==> config.mk <==
export PLATFORM = sky130hd
export DESIGN_NAME = a2d_scan_ctrl
export DESIGN_NICKNAME = d
export VERILOG_FILES = /design/src/rtl/a2d_scan_ctrl.sv
export SDC_FILE = /design/constraint.sdc
export NUM_CORES = 1
export LEC_CHECK = 0
export CAP_MARGIN = 15
export CORE_UTILIZATION = 55
export CTS_CLUSTER_DIAMETER = 80
export CTS_CLUSTER_SIZE = 20
export DETAILED_ROUTE_END_ITERATION = 8
export PLACE_DENSITY = 0.86
export SETUP_SLACK_MARGIN = 0.05
export SLEW_MARGIN = 30
export SYNTH_ARGS = -nofsm -noshare
export SYNTH_HDL_FRONTEND = slang
export SYNTH_SLANG_ARGS = --single-unit
==> constraint.sdc <==
create_clock -name clk -period 6.35 [get_ports clk]
set_input_delay 0.635 -clock clk [delete_from_list [all_inputs] [get_ports clk]]
set_output_delay 0.635 -clock clk [all_outputs]
set_load 0.01 [all_outputs]
==> src/rtl/a2d_scan_ctrl.sv <==
// a2d_scan_ctrl: SPI master and round-robin channel scheduler for an ADC128S 8-channel 12-bit A2D.
// Ports: clk, rst (asynchronous, active-high)
//        en, chnl_mask       : scan enable and set of channels to scan
//        SS_n, SCLK, MOSI    : SPI outputs to the A2D (SCLK idles high)
//        MISO                : SPI data from the A2D
//        rd_chnl, rd_data    : combinational read port of the 8-entry result file
//        res_chnl, res_data  : channel and value of the most recent result
//        res_vld             : one-clk pulse when res_chnl/res_data update
//        busy                : high whenever the frame FSM is not idle
// Optional: define A2D_AVG_EN to store the rounded average of the new sample and the stored value.
module a2d_scan_ctrl #(
    parameter int SCLK_DIV = 16
) (
    input  logic        clk,
    input  logic        rst,
    input  logic        en,
    input  logic [7:0]  chnl_mask,
    output logic        SS_n,
    output logic        SCLK,
    output logic        MOSI,
    input  logic        MISO,
    input  logic [2:0]  rd_chnl,
    output logic [11:0] rd_data,
    output logic [2:0]  res_chnl,
    output logic [11:0] res_data,
    output logic        res_vld,
    output logic        busy
);
    typedef enum logic [2:0] {IDLE, FRONT, SHIFT, BACK, GAP} state_t;
    localparam logic [8:0] HALF = 9'(SCLK_DIV - 1);
    localparam logic [8:0] FULL = 9'(2 * SCLK_DIV - 1);
    state_t      state_q, state_d;
    logic [8:0]  cnt_q, cnt_d;
    logic [3:0]  bit_q, bit_d;
    logic [15:0] tx_q, tx_d;
    logic [11:0] rx_q, rx_d;
    logic        ss_n_q, ss_n_d, sclk_q, sclk_d;
    logic [2:0]  cur_ch_q, cur_ch_d, frm_ch_q, frm_ch_d, prev_ch_q, prev_ch_d;
    logic        flush_q, flush_d, pend_q, pend_d;
    logic [2:0]  res_chnl_q, res_chnl_d;
    logic [11:0] res_data_q, res_data_d;
    logic        res_vld_q, res_vld_d;
    logic [11:0] mem_q [8];
    logic        wr_en;
    logic [11:0] wr_val;
    logic        scan, start;
    logic [2:0]  nxt_ch, frm_sel;
    assign scan    = en && (chnl_mask != 8'd0);
    assign start   = scan || pend_q;
    assign frm_sel = scan ? nxt_ch : 3'd0;
    // Iterate downward so the nearest set bit after cur_ch wins; offset 8 wraps to cur_ch itself.
    always_comb begin
        nxt_ch = cur_ch_q;
        for (int k = 8; k >= 1; k--)
            if (chnl_mask[cur_ch_q + 3'(k)]) nxt_ch = cur_ch_q + 3'(k);
    end
`ifdef A2D_AVG_EN
    logic [7:0]  seen_q;
    logic [12:0] sum;
    assign sum    = 13'(mem_q[prev_ch_q]) + 13'(rx_q) + 13'd1;
    assign wr_val = seen_q[prev_ch_q] ? sum[12:1] : rx_q;
    always_ff @(posedge clk or posedge rst) begin
        if (rst) seen_q <= '0;
        else if (wr_en) seen_q[prev_ch_q] <= 1'b1;
    end
`else
    assign wr_val = rx_q;
`endif
    always_comb begin
        state_d    = state_q;
        cnt_d      = cnt_q + 9'd1;
        bit_d      = bit_q;
        tx_d       = tx_q;
        rx_d       = rx_q;
        ss_n_d     = ss_n_q;
        sclk_d     = sclk_q;
        cur_ch_d   = cur_ch_q;
        frm_ch_d   = frm_ch_q;
        prev_ch_d  = prev_ch_q;
        flush_d    = flush_q;
        pend_d     = pend_q;
        res_chnl_d = res_chnl_q;
        res_data_d = res_data_q;
        res_vld_d  = 1'b0;
        wr_en      = 1'b0;
        case (state_q)
            IDLE: begin
                cnt_d = '0;
                if (start) begin
                    state_d  = FRONT;
                    ss_n_d   = 1'b0;
                    bit_d    = '0;
                    frm_ch_d = frm_sel;
                    flush_d  = !scan;
                    cur_ch_d = scan ? nxt_ch : cur_ch_q;
                    tx_d     = {2'b00, frm_sel, 11'h000};
                end
            end
            FRONT: if (cnt_q == HALF) begin
                state_d = SHIFT;
                cnt_d   = '0;
                sclk_d  = 1'b0;
            end
            SHIFT: begin
                if (cnt_q == HALF) begin
                    sclk_d = 1'b1;
                    rx_d   = {rx_q[10:0], MISO};
                end
                if (cnt_q == FULL) begin
                    cnt_d = '0;
                    if (bit_q == 4'd15) state_d = BACK;
                    else begin
                        sclk_d = 1'b0;
                        tx_d   = {tx_q[14:0], 1'b0};
                        bit_d  = bit_q + 4'd1;
                    end
                end
            end
            BACK: if (cnt_q == HALF) begin
                state_d    = GAP;
                cnt_d      = '0;
                ss_n_d     = 1'b1;
                wr_en      = pend_q;
                res_vld_d  = pend_q;
                res_chnl_d = pend_q ? prev_ch_q : res_chnl_q;
                res_data_d = pend_q ? wr_val : res_data_q;
                prev_ch_d  = frm_ch_q;
                pend_d     = !flush_q;
            end
            GAP: if (cnt_q == HALF) state_d = IDLE;
            default: state_d = IDLE;
        endcase
    end
    always_ff @(posedge clk or posedge rst) begin
        if (rst) begin
            state_q    <= IDLE;
            cnt_q      <= '0;
            bit_q      <= '0;
            tx_q       <= '0;
            rx_q       <= '0;
            ss_n_q     <= 1'b1;
            sclk_q     <= 1'b1;
            cur_ch_q   <= 3'd7;
            frm_ch_q   <= '0;
            prev_ch_q  <= '0;
            flush_q    <= 1'b0;
            pend_q     <= 1'b0;
            res_chnl_q <= '0;
            res_data_q <= '0;
            res_vld_q  <= 1'b0;
            for (int i = 0; i < 8; i++) mem_q[i] <= '0;
        end else begin
            state_q    <= state_d;
            cnt_q      <= cnt_d;
            bit_q      <= bit_d;
            tx_q       <= tx_d;
            rx_q       <= rx_d;
            ss_n_q     <= ss_n_d;
            sclk_q     <= sclk_d;
            cur_ch_q   <= cur_ch_d;
            frm_ch_q   <= frm_ch_d;
            prev_ch_q  <= prev_ch_d;
            flush_q    <= flush_d;
            pend_q     <= pend_d;
            res_chnl_q <= res_chnl_d;
            res_data_q <= res_data_d;
            res_vld_q  <= res_vld_d;
            if (wr_en) mem_q[prev_ch_q] <= wr_val;
        end
    end
    assign SS_n     = ss_n_q;
    assign SCLK     = sclk_q;
    assign MOSI     = tx_q[15];
    assign rd_data  = mem_q[rd_chnl];
    assign res_chnl = res_chnl_q;
    assign res_data = res_data_q;
    assign res_vld  = res_vld_q;
    assign busy     = state_q != IDLE;
endmodule
==> results.yml, run 1 <==
clock_tree:
  numCtsBuffers: 17
  postCtsHoldBufs: 0
  post_cts_resized: 0
  postCtsSetupRepairBufs: 0
  cts_tree: "built"
  clock_latency_ns: 0.43
  path_clk_slew_ns: 0.06
  cts-htree-levels: 4
  cts_sinks: 158
  clk_path_buf_depth: 2
  cts_root_buf: "clkbuf_16"
synth:
  synth_seq_cells: 158
  synth_cell_types: 59
  ys.flop_type: "dfrtp_1"
  syn_area_per_cell_um2: 13.3
  synth_area_um2: 7990
  yosysSeqAreaShare: 0.495
  synth_cells: 599
  synth.area.top_cells: "dfrtp_1 48%, mux2_2 19%, mux4_2 9.9%"
  syn-num-nets: 618
  yosys_warnings: 0
  yosysTopAreaCell: "dfrtp_1"
  synth_edf_count: 0
  async_flop_share: 1.00
  synth_top_area_share: 0.479
timing:
  period_needed_ns: 3.96
  finalHoldViolCount: 0
  max_freq_mhz: 252
  postLayoutSetupSlackWorst_ns: 2.39
  tightest_slew_ns: 0.939
  rsz0062_at_grt: "false"
  setup_viol: 0
  tns_ns: 0
  slew_headroom: 0.370
  skew_ns: 0.0139
  post-route-period-util: 0.624
  slew_viol_final: 0
route:
  avgRoutedWirePerCell_um: 20.4
  vias_per_cell: 6.20
  vias: 5063
  postRouteWirelength_um: 16600
  initialDrtViolationCount: 354
  antenna_left: 0
  first_pass_iters: 5
  drcViolationCount: 0
floorplanning:
  die_h_um: 123
  rows: 43
  start_util: 0.569
  coreArea_um2: 14000
  die_x_um: 123
  design.portCount: 47
  fp.dieArea_um2: 15000
critical_path:
  crit_chain: "clkinv_1, ha_1, mux4_2, mux2_2, a221o_1, a311oi_1, a311oi_1, a221o_1"
  critPathCaptureType: "flop"
  required_ns: 6.66
  crit_buf_inv: 1
  cp.arrival_ns: 4.28
  path_delay_family: "compound AO/OA/AOI/OAI gates"
  cp_max_fo: 22
  cp-start-kind: "flop"
  cpMaxStageDelayCell: "dfstp_2"
  crit_type: "reg2reg"
  slowest_delay_ns: 0.85
placed_design:
  dp_cells: 784
  io_buffers: 46
  place_worst_setup_slack_ns: 2.47
  place_hpwl_um: 10500
  gp_congestion: 0.993
finish:
  n_antenna_cell: 0
  nFillCells: 982
  layout-drive-gt1-share: 0.371
  stdcell_count: 816
  nets: 642
  final_common_cell: "dfrtp_1"
  syn_to_final_growth_pct: 14.0
  final_cell_mix: "153 x dfrtp_1, 137 x mux2_2, 46 x clkdlybuf4s50_1"
status:
  status: "finished clean"
hold_path:
  hold_class: "reg2reg"
power_and_ir_drop:
  p_leak_uw: 0.00416
  sw_frac_of_total: 0.223
  power_frac_comb: 0.039
  p_total_uw: 2080
  pwr-share-clk: 0.477
  switchingPower_uw: 465
  seqPwrFrac: 0.484
  p_per_area_nw_per_um2: 229
  internal_power_uw: 1620
  vdd_drop_max_mv: 0.206
flow_run:
  maxCapViolCount: 0
global_route:
  grt_pass1_vias: 5242
  grt_pass1_wl_um: 27800
  grt_max_degree: 82
  grt_overflow: 0
  track_usage: 0.246
  antenna_found_initial: 0
[final timing paths]
check	start	to	slack [ns]	cells past startpoint
min in group asynchronous	rst	mem_q[92]$_DFFE_PP0P_	0.69	2
min reg2reg	SS_n$_DFFE_PP1P_	SS_n$_DFFE_PP1P_	0.47	2
max	cur_ch_q[0]$_DFFE_PP1P_	tx_q[12]$_DFFE_PP0P_	2.39	8
max in group asynchronous	rst	mem_q[3]$_DFFE_PP0P_	4.53	3
min	SS_n$_DFFE_PP1P_	SS_n$_DFFE_PP1P_	0.47	2
max reg2reg	cur_ch_q[0]$_DFFE_PP1P_	tx_q[12]$_DFFE_PP0P_	2.39	8
[worst register-to-register path: stages (launching register included)]
cell and delay, ns:
dfstp_2 0.85, clkinv_1 0.37, ha_1 0.70, mux4_2 0.47
mux2_2 0.35, a221o_1 0.28, a311oi_1 0.35, a311oi_1 0.19
a221o_1 0.29
[final cells by class]
type	instances	area, um2	area share
flip-flops and latches	158	3960	0.435
repair buffers	53	517	0.0567
clock buffers	21	480	0.0527
inverters	7	31.3	0.00343
well taps	180	225	0.0247
clock inverters	11	106	0.0117
multi-input cells	386	3790	0.416
[logic make-up (layout without fill, tap and decap cells)]
| kind of cell | Yosys count | in the layout | share of synthesized area |
|---|---|---|---|
| multiplexers | 195 | 195 | 0.327 |
| AO/OA/AOI/OAI | 66 | 66 | 0.0559 |
| adder cells (fa/ha/maj) | 4 | 4 | 0.00626 |
| buffers and inverters | 55 | 92 | 0.0304 |
| AND/OR/NAND/NOR | 108 | 108 | 0.0709 |
| XOR/XNOR | 13 | 13 | 0.0142 |
| flip-flops | 158 | 158 | 0.495 |
[sequential cells by signal, indices dropped and copies added (netlist names), 3 cells and up]
name,flops
frm_ch_q,3
res_chnl,3
rx_q,12
tx_q,5
res_data,12
mem_q,96
state_q,3
bit_q,4
cnt_q,9
cur_ch_q,3
prev_ch_q,3
[power groups by stage]
stage	registers, uW	clock network (uW)	logic [uW]
2_1_floorplan	1030	0	53.3
3_3_place_gp	1030	0	78.8
3_5_place_dp	1030	0	81.6
4_1_cts	1010	1000	82.3
5_1_grt	1010	1050	89.8
6_report	1010	994	81.9
[through the flow]
stage,utilization,instance area (um2),hold WS (ns)
floorplan,-,7990,0.438
global placement,0.607,8520,0.452
detailed placement,0.607,8520,0.451
CTS,0.649,9110,0.467
global route,0.649,9110,0.500
finish,0.649,9110,0.468
[routing by layer]
layer	global-route usage	part of all wire
met1	0.330	0.44
met2	0.397	0.50
met3	0.0627	0.047
met4	0.0663	0.012
met5	0	0
[cell usage after synthesis (9+ instances only)]
cell type / instances
dfrtp_1: 153
buf_2: 11
xor2_1: 9
nand3_1: 16
clkbuf_1: 26
mux2_2: 137
mux4_2: 35
a21oi_1: 10
o21ai_0: 16
mux2_4: 10
nor2_1: 25
mux2i_1: 12
nand2_1: 30
(Power assumes the default switching activity.)
==> run 2, diff against run 1 <==
--- a/config.mk
+++ b/config.mk
@@ -6,11 +6,11 @@
 export NUM_CORES = 1
 export LEC_CHECK = 0
 export CAP_MARGIN = 15
-export CORE_UTILIZATION = 55
+export CORE_UTILIZATION = 54
 export CTS_CLUSTER_DIAMETER = 80
 export CTS_CLUSTER_SIZE = 20
 export DETAILED_ROUTE_END_ITERATION = 8
-export PLACE_DENSITY = 0.86
+export PLACE_DENSITY = 0.87
 export SETUP_SLACK_MARGIN = 0.05
 export SLEW_MARGIN = 30
 export SYNTH_ARGS = -nofsm -noshare
==> constraint.sdc (replaced) <==
create_clock -name clk -period 3.5 [get_ports clk]
set_input_delay 0.35 -clock clk [delete_from_list [all_inputs] [get_ports clk]]
set_output_delay 0.35 -clock clk [all_outputs]
set_load 0.01 [all_outputs]
==> results.yml, run 2 (same netlist as run 1, synthesis figures left out) <==
timing:
  rsz0062_at_grt: "false"
  post-route-period-util: 0.885
  finalHoldViolCount: 0
  postLayoutSetupSlackWorst_ns: 0.403
  slew_viol_final: 0
  period_needed_ns: 3.10
  slew_headroom: 0.442
  max_freq_mhz: 323
  tns_ns: 0
  tightest_slew_ns: 0.837
  skew_ns: 0.00871
  setup_viol: 0
power_and_ir_drop:
  p_per_area_nw_per_um2: 435
  p_leak_uw: 0.00432
  vdd_drop_max_mv: 0.363
  p_total_uw: 4090
global_route:
  track_usage: 0.252
  grt_max_degree: 159
  antenna_found_initial: 0
  grt_pass1_wl_um: 28600
  grt_pass1_vias: 5422
  grt_overflow: 0
critical_path:
  cp-start-kind: "flop"
  worstSetupPathDepth: 8
  slowest_delay_ns: 0.53
  crit_buf_inv: 1
  cpMaxStageDelayCell: "dfstp_2"
  cp_max_fo: 11
  required_ns: 3.80
  path_delay_family: "compound AO/OA/AOI/OAI gates"
  crit_type: "reg2reg"
  crit_chain: "clkinv_1, ha_1, mux4_2, mux2_2, a221o_1, a311oi_1, a311oi_1, a221o_1"
  cp.arrival_ns: 3.40
  reg2reg_depth: 8
  critPathCaptureType: "flop"
  r2r_slack_ns: 0.40
floorplanning:
  rows: 44
  die_h_um: 124
  fp.dieArea_um2: 15300
  coreArea_um2: 14500
  start_util: 0.552
  design.portCount: 47
  die_x_um: 124
clock_tree:
  clk_path_buf_depth: 2
  clock_latency_ns: 0.43
  path_clk_slew_ns: 0.06
  numCtsBuffers: 17
  cts_tree: "built"
  postCtsHoldBufs: 0
  cts_sinks: 158
  cts_root_buf: "clkbuf_16"
  cts-htree-levels: 4
  post_cts_resized: 0
  postCtsSetupRepairBufs: 0
status:
  status: "finished clean"
finish:
  n_antenna_cell: 0
  layout-drive-gt1-share: 0.390
  final_cell_area_um2: 9390
  final_cell_mix: "153 x dfrtp_1, 137 x mux2_2, 46 x clkdlybuf4s50_1"
  post-route-util: 0.648
  largest_reg_flops: 96
  final_common_cell: "dfrtp_1"
  nFillCells: 1080
  nets: 663
  syn_to_final_growth_pct: 17.4
  largest-register: "mem_q"
flow_run:
  maxCapViolCount: 0
route:
  vias_per_cell: 6.12
  initialDrtViolationCount: 328
  antenna_left: 0
  first_pass_iters: 4
  drcViolationCount: 0
  vias: 5146
  postRouteWirelength_um: 17600
  avgRoutedWirePerCell_um: 20.9
placed_design:
  place_hpwl_um: 11300
  io_buffers: 46
  place_worst_setup_slack_ns: 0.429
  place_area_um2: 8710
  gp_congestion: 0.844
hold_path:
  hold_class: "reg2reg"
  min_path_cells: 2
## run 2: changes by cell type in the layout (fill, tap and decap cells not counted), sizes merged
| cell | previous run | this run |
|---|---|---|
| bufinv | 1 | 6 |
| clkinv | 3 | 4 |
| buf | 7 | 28 |
| clkbuf | 21 | 19 |
| clkinvlp | 6 | 2 |
## run 2: layout make-up
type | instances | area (um2) | share of cell area
flip-flops and latches | 158 | 3960 | 0.422
clock inverters | 13 | 233 | 0.0248
repair buffers | 74 | 696 | 0.0741
well taps | 184 | 230 | 0.0245
inverters | 7 | 30.0 | 0.00320
clock buffers | 19 | 443 | 0.0472
multi-input cells | 386 | 3790 | 0.404
## run 2: worst paths after layout
check / from / end
hold reg to reg: tx_q[15]$_DFFE_PP0P_ / tx_q[15]$_DFFE_PP0P_
setup reg to reg: cur_ch_q[0]$_DFFE_PP1P_ / tx_q[12]$_DFFE_PP0P_
setup / recovery: cur_ch_q[0]$_DFFE_PP1P_ / tx_q[12]$_DFFE_PP0P_
max in group asynchronous: rst / flush_q$_DFFE_PP0P_
hold / removal: tx_q[15]$_DFFE_PP0P_ / tx_q[15]$_DFFE_PP0P_
min in group asynchronous: rst / mem_q[92]$_DFFE_PP0P_
## run 2: metal layers
metal  wire (um)  GRT usage
met1        7410      0.321
met4         329     0.0881
met2        9130      0.431
met5           0          0
met3         696     0.0476
## run 2: through the flow
stage	cells	hold slack [ns]
6_report	841	0.471
5_1_grt	841	0.495
4_1_cts	841	0.475
3_5_place_dp	809	0.459
3_3_place_gp	809	0.453
2_1_floorplan	599	0.438
## run 2: power breakdown
group,switching (uW),internal [uW],leakage (uW)
clock,740,1360,0.000328
combinational,95.1,59.6,0.00183
sequential,1.68,1830,0.00216
## run 2: worst register-to-register path: cells and delay by family (launching register included)
kind | cells | cell delay (ns)
AOI/OAI and AO/OA | 4 | 1.06
adders and majority gates | 1 | 0.51
buffers and inverters | 1 | 0.08
DFF | 1 | 0.53
muxes | 2 | 0.79
